**src/rtl/rce_bus_master.sv**
```systemverilog
// rce_bus_master: single-command initiator for the RAVAN engine register port.
// Drives the AW/W/B and AR/R channels for one command at a time and returns
// one response per command. A per-transaction timeout keeps a hung engine
// from stalling the requester.
module rce_bus_master #(
  parameter int unsigned ADDR_W         = 16,
  parameter int unsigned DATA_W         = 64,
  parameter int unsigned TIMEOUT_CYCLES = 256
) (
  input  logic              clk,
  input  logic              rst,
  input  logic              cmd_valid,
  output logic              cmd_ready,
  input  logic              cmd_write,
  input  logic [ADDR_W-1:0] cmd_addr,
  input  logic [DATA_W-1:0] cmd_wdata,
  output logic              rsp_valid,
  output logic              rsp_write,
  output logic [DATA_W-1:0] rsp_data,
  output logic              rsp_err,
  output logic              rsp_timeout,
  output logic [ADDR_W-1:0] address,
  output logic [DATA_W-1:0] data,
  output logic              awvalid,
  output logic              wvalid,
  output logic              arvalid,
  output logic              bready,
  output logic              rready,
  input  logic              awready,
  input  logic              wready,
  input  logic              arready,
  input  logic              bvalid,
  input  logic              rvalid,
  input  logic [DATA_W-1:0] data_out,
  input  logic              sha_error_out
);

  typedef enum logic [2:0] {
    IDLE,
    WR_REQ,
    WR_RESP,
    RD_REQ,
    RD_RESP,
    RESP
  } state_t;

  // The counter only has to reach TIMEOUT_CYCLES-1; the expiry cycle is the
  // one in which the count would reach TIMEOUT_CYCLES.
  localparam int unsigned CNT_W = (TIMEOUT_CYCLES < 2) ? 1 : $clog2(TIMEOUT_CYCLES + 1);
  localparam int unsigned LIMIT = (TIMEOUT_CYCLES == 0) ? 0 : TIMEOUT_CYCLES - 1;

  state_t             state, state_d;
  logic [CNT_W-1:0]   cnt, cnt_d;
  logic               expire;

  logic               awvalid_d, wvalid_d, arvalid_d, bready_d, rready_d;
  logic [ADDR_W-1:0]  address_d;
  logic [DATA_W-1:0]  data_d;
  logic               rsp_valid_d, rsp_write_d, rsp_err_d, rsp_timeout_d;
  logic [DATA_W-1:0]  rsp_data_d;

  assign cmd_ready = (state == IDLE) && !rst;
  assign expire    = (TIMEOUT_CYCLES != 0) && (cnt == CNT_W'(LIMIT));

  // State register.
  always_ff @(posedge clk or posedge rst) begin
    if (rst) state <= IDLE;
    else     state <= state_d;
  end

  // Next-state decode and next values of every registered output.
  always_comb begin
    state_d       = state;
    cnt_d         = cnt;
    awvalid_d     = awvalid;
    wvalid_d      = wvalid;
    arvalid_d     = arvalid;
    bready_d      = bready;
    rready_d      = rready;
    address_d     = address;
    data_d        = data;
    rsp_valid_d   = 1'b0;
    rsp_write_d   = rsp_write;
    rsp_data_d    = rsp_data;
    rsp_err_d     = rsp_err;
    rsp_timeout_d = rsp_timeout;

    if ((state != IDLE) && (state != RESP) && (TIMEOUT_CYCLES != 0)) cnt_d = cnt + 1'b1;

    unique case (state)
      IDLE: begin
        if (cmd_valid && cmd_ready) begin
          address_d = cmd_addr;
          data_d    = cmd_wdata;
          cnt_d     = '0;
          if (cmd_write) begin
            awvalid_d = 1'b1;
            wvalid_d  = 1'b1;
            state_d   = WR_REQ;
          end else begin
            arvalid_d = 1'b1;
            state_d   = RD_REQ;
          end
        end
      end
      WR_REQ: begin
        // Each write valid retires on its own handshake, in either order.
        awvalid_d = awvalid && !awready;
        wvalid_d  = wvalid && !wready;
        if (!awvalid_d && !wvalid_d) begin
          bready_d = 1'b1;
          state_d  = WR_RESP;
        end else if (expire) begin
          awvalid_d     = 1'b0;
          wvalid_d      = 1'b0;
          rsp_valid_d   = 1'b1;
          rsp_write_d   = 1'b1;
          rsp_data_d    = '0;
          rsp_err_d     = 1'b0;
          rsp_timeout_d = 1'b1;
          state_d       = RESP;
        end
      end
      WR_RESP: begin
        if (bvalid) begin
          bready_d      = 1'b0;
          rsp_valid_d   = 1'b1;
          rsp_write_d   = 1'b1;
          rsp_data_d    = '0;
          rsp_err_d     = sha_error_out;
          rsp_timeout_d = 1'b0;
          state_d       = RESP;
        end else if (expire) begin
          bready_d      = 1'b0;
          rsp_valid_d   = 1'b1;
          rsp_write_d   = 1'b1;
          rsp_data_d    = '0;
          rsp_err_d     = 1'b0;
          rsp_timeout_d = 1'b1;
          state_d       = RESP;
        end
      end
      RD_REQ: begin
        if (arready) begin
          arvalid_d = 1'b0;
          rready_d  = 1'b1;
          state_d   = RD_RESP;
        end else if (expire) begin
          arvalid_d     = 1'b0;
          rsp_valid_d   = 1'b1;
          rsp_write_d   = 1'b0;
          rsp_data_d    = '0;
          rsp_err_d     = 1'b0;
          rsp_timeout_d = 1'b1;
          state_d       = RESP;
        end
      end
      RD_RESP: begin
        if (rvalid) begin
          rready_d      = 1'b0;
          rsp_valid_d   = 1'b1;
          rsp_write_d   = 1'b0;
          rsp_data_d    = data_out;
          rsp_err_d     = sha_error_out;
          rsp_timeout_d = 1'b0;
          state_d       = RESP;
        end else if (expire) begin
          rready_d      = 1'b0;
          rsp_valid_d   = 1'b1;
          rsp_write_d   = 1'b0;
          rsp_data_d    = '0;
          rsp_err_d     = 1'b0;
          rsp_timeout_d = 1'b1;
          state_d       = RESP;
        end
      end
      RESP: begin
        state_d = IDLE;
      end
      default: begin
        state_d = IDLE;
      end
    endcase
  end

  // Output and counter registers; reset aborts any transaction silently.
  always_ff @(posedge clk or posedge rst) begin
    if (rst) begin
      cnt         <= '0;
      awvalid     <= 1'b0;
      wvalid      <= 1'b0;
      arvalid     <= 1'b0;
      bready      <= 1'b0;
      rready      <= 1'b0;
      address     <= '0;
      data        <= '0;
      rsp_valid   <= 1'b0;
      rsp_write   <= 1'b0;
      rsp_data    <= '0;
      rsp_err     <= 1'b0;
      rsp_timeout <= 1'b0;
    end else begin
      cnt         <= cnt_d;
      awvalid     <= awvalid_d;
      wvalid      <= wvalid_d;
      arvalid     <= arvalid_d;
      bready      <= bready_d;
      rready      <= rready_d;
      address     <= address_d;
      data        <= data_d;
      rsp_valid   <= rsp_valid_d;
      rsp_write   <= rsp_write_d;
      rsp_data    <= rsp_data_d;
      rsp_err     <= rsp_err_d;
      rsp_timeout <= rsp_timeout_d;
    end
  end

endmodule

```
**config.mk**
```make
export PLATFORM = sky130hd
export DESIGN_NAME = rce_bus_master
export DESIGN_NICKNAME = d
export VERILOG_FILES = /design/src/rtl/rce_bus_master.sv
export SDC_FILE = /design/constraint.sdc
export NUM_CORES = 1
export LEC_CHECK = 0
export BUFFER_PORTS_ARGS = -buffer_cell sky130_fd_sc_hd__buf_4
export CORE_MARGIN = 1
export CORE_UTILIZATION = 42
export CTS_CLUSTER_SIZE = 28
export DETAILED_ROUTE_END_ITERATION = 6
export PLACE_DENSITY = 0.76
export SKIP_CTS_REPAIR_TIMING = 1
export SYNTH_ARGS = -nofsm -noshare
export SYNTH_HDL_FRONTEND = slang
export SYNTH_SLANG_ARGS = --single-unit
```
**constraint.sdc**
```tcl
create_clock -name clk -period 4.7 [get_ports clk]
set_clock_uncertainty 0.1 [all_clocks]
set_input_delay 0.235 -clock clk [delete_from_list [all_inputs] [get_ports clk]]
set_output_delay 0.235 -clock clk [all_outputs]
set_load 0.05 [all_outputs]
```
==> results.sh <==
export IMPL_status="completed"
export IMPL_syn_area_per_cell_um2=10.5
export IMPL_power_leakage_nw=5.72
export IMPL_detailed_place_hpwl_mm=12.6
export IMPL_drt_wl_total_mm=22.4
export IMPL_synth_warnings=0
export IMPL_place_ws_ps=2040
export IMPL_ys_flop_type="dfrtp_1"
export IMPL_drv_slew=0
export IMPL_crit_family="simple AND/OR/NAND/NOR gates"
export IMPL_cp_buffers_inverters=1
export IMPL_clk_latency_ps=410
export IMPL_tritoncts="done"
export IMPL_slew_headroom=0.172
export IMPL_synth_top_family_by_area="simple AND/OR/NAND/NOR gates"
export IMPL_period_needed_ps=2730
export IMPL_crit_path_max_incr_delay_ps=650
export IMPL_syn_to_final_growth_pct=67.4
export IMPL_grt_pass1_wl_mm=27.6
export IMPL_ios=308
export IMPL_setup_viol=0
export IMPL_netlist_top_cell_by_area="dfrtp_1"
export IMPL_synth_mux_area_frac=0.00324
export IMPL_root_buffer="clkbuf_16"
export IMPL_hold_viol_final=0
export IMPL_cts_num_sinks=165
export IMPL_multi_input_area_um2=2210
export IMPL_hp_class="in -> reg"
export IMPL_synth_edf_count=0
export IMPL_dp_cells=1108
export IMPL_cpMaxStageDelayCell="dfrtp_1"
export IMPL_max_cap_violations=0
export IMPL_antenna_found_initial=0
export IMPL_numPortBuffers=307
export IMPL_layout_drive_gt1_share=0.332
export IMPL_synth_compound_area_frac=0.137
export IMPL_coreArea_um2=15300
export IMPL_yosysMostFrequentCell="nand2_1"
export IMPL_synthAdderAreaFrac=0.00571
export IMPL_cts_buffers=17
export IMPL_place_area_um2=8970
export IMPL_rows=45
export IMPL_die_area_um2=16100
export IMPL_synth_common_cells="253 x nand2_1, 165 x dfrtp_1, 65 x a22o_1, 16 x buf_2, 15 x clkbuf_1"
export IMPL_synth_simple_area_share=0.182
export IMPL_fp_dieW_um=127
export IMPL_synthCells=623
export IMPL_synth_area_um2=6570
export IMPL_synth_seq_area_share=0.629
export IMPL_grtUsageTotal=0.220
export IMPL_critPathKind="reg -> reg"
export IMPL_finalInstanceArea_um2=11000
export IMPL_period_share=0.582
export IMPL_rsz0062_at_grt="no"
export IMPL_place_congestion=0.844
export IMPL_synthesis_nets=780
export IMPL_synth_xor_area_frac=0.00781
export IMPL_async_flop_share=1.00
export IMPL_synth_top_area_share=0.629
export IMPL_grt_overflow=0
export IMPL_fillCellCount=997
export IMPL_synth_distinct_cells=49
export IMPL_start_util=0.431
export IMPL_path_clk_slew_ps=60
export IMPL_power_density_nw_per_um2=736
export IMPL_avgRoutedWirePerCell_um=17.4
export IMPL_final_setup_tns_ps=0
export IMPL_ys_seq_elements=165
export IMPL_clockBufferDepth=2
export IMPL_layoutNonFillerInstCount=1287
export IMPL_cp_start_kind="register"
export IMPL_register_area_um2=4130
export IMPL_grt_pass1_vias=5419
export IMPL_ant_nets=0
export IMPL_critical_path_max_fanout=49
export IMPL_first_pass_iters=5
export IMPL_drc=0
export IMPL_nets=1220
export IMPL_crit_arrival_ps=2940
export IMPL_ir_worst_vdd_mv=0.445
export IMPL_die_h_um=127
export IMPL_antennaDiodeCount=0
export IMPL_cts_max_level=4
export IMPL_fmax_ghz=0.366
export IMPL_synthTopCellsByArea="dfrtp_1 63%, nand2_1 14%, a22o_1 8.7%"
export IMPL_finish_utilization=0.721
export IMPL_detail_route_iter0_violations=327
export IMPL_vias=6497
export IMPL_crit_required_ps=4900
export IMPL_worst_hold_slack_ps=38.5
export IMPL_crit_chain="nor4_2 -> nand2_2 -> buf_4 -> nand2_1 -> nand2_1"
export IMPL_setup_ws_ps=1970
export IMPL_viasPerCell=5.05
export IMPL_end_kind="register"
export IMPL_cpMostUsedCell="nand2_1"
export IMPL_grt_max_degree=86
export IMPL_p_total_mw=8.09
export IMPL_worst_pin_slew_ps=1240
## report_power, final
group	total [mW]	internal, mW	switching (mW)
clock	1.30	0.713	0.588
sequential	2.48	2.02	0.457
combinational	4.31	1.33	2.98
total	8.09	4.06	4.03
## sequential cells by signal (all words and copies together), names as in the netlist, 3 cells and up
| name | count |
|---|---|
| data | 64 |
| rsp_data | 64 |
| address | 16 |
| cnt | 9 |
| state | 3 |
## path summary, 6_finish.rpt
| kind | from | to | slack (ps) | cells after the start |
|---|---|---|---|---|
| min in group asynchronous | rst | state[0]$_DFFE_PP0P_ | 190 | 3 |
| max reg2reg | state[0]$_DFFE_PP0P_ | data[25]$_DFFE_PP0P_ | 1970 | 5 |
| min reg2reg | data[60]$_DFFE_PP0P_ | data[60]$_DFFE_PP0P_ | 380 | 2 |
| max in group asynchronous | rst | data[55]$_DFFE_PP0P_ | 3080 | 4 |
| min | arready | rready$_DFFE_PP0P_ | 40 | 2 |
| max | state[0]$_DFFE_PP0P_ | data[25]$_DFFE_PP0P_ | 1970 | 5 |
## layout make-up
class,count,area share
clock inverter,12,0.00865
multi-input combinational,415,0.201
timing repair buffer,460,0.348
sequential,165,0.376
tap,211,0.0240
clock buffer,20,0.0415
inverter,4,0.00171
## cell usage in the layout (no fill, tap or decap), drive strengths merged, types with 5 or more instances in the layout
cell / synthesis / final
buf: 23 / 313
nand2: 253 / 253
dfrtp: 165 / 165
dlygate4sd3: 0 / 147
a22o: 65 / 65
clkbuf: 16 / 20
nor2: 13 / 13
o21ai: 13 / 13
a21oi: 9 / 9
inv: 4 / 8
nand2b: 6 / 6
clkinvlp: 0 / 5
## kinds of logic (layout without fill, tap and decap cells)
family,count (synthesis),count (layout)
adder cells (fa/ha/maj),3,3
XOR/XNOR,5,5
multiplexers,2,2
buffers and inverters,43,496
flip-flops,165,165
AND/OR/NAND/NOR,293,293
AO/OA/AOI/OAI,112,112
## metal layers
layer / track usage / vias up / routed length (µm) / share of wire
li1: - / 2964 / - / -
met1: 0.274 / 3142 / 8870 / 0.40
met2: 0.361 / 334 / 11100 / 0.49
met3: 0.0662 / 57 / 1660 / 0.074
met4: 0.0903 / 0 / 814 / 0.036
met5: 0 / - / 0 / 0
Power figures use the tool's default switching activity.
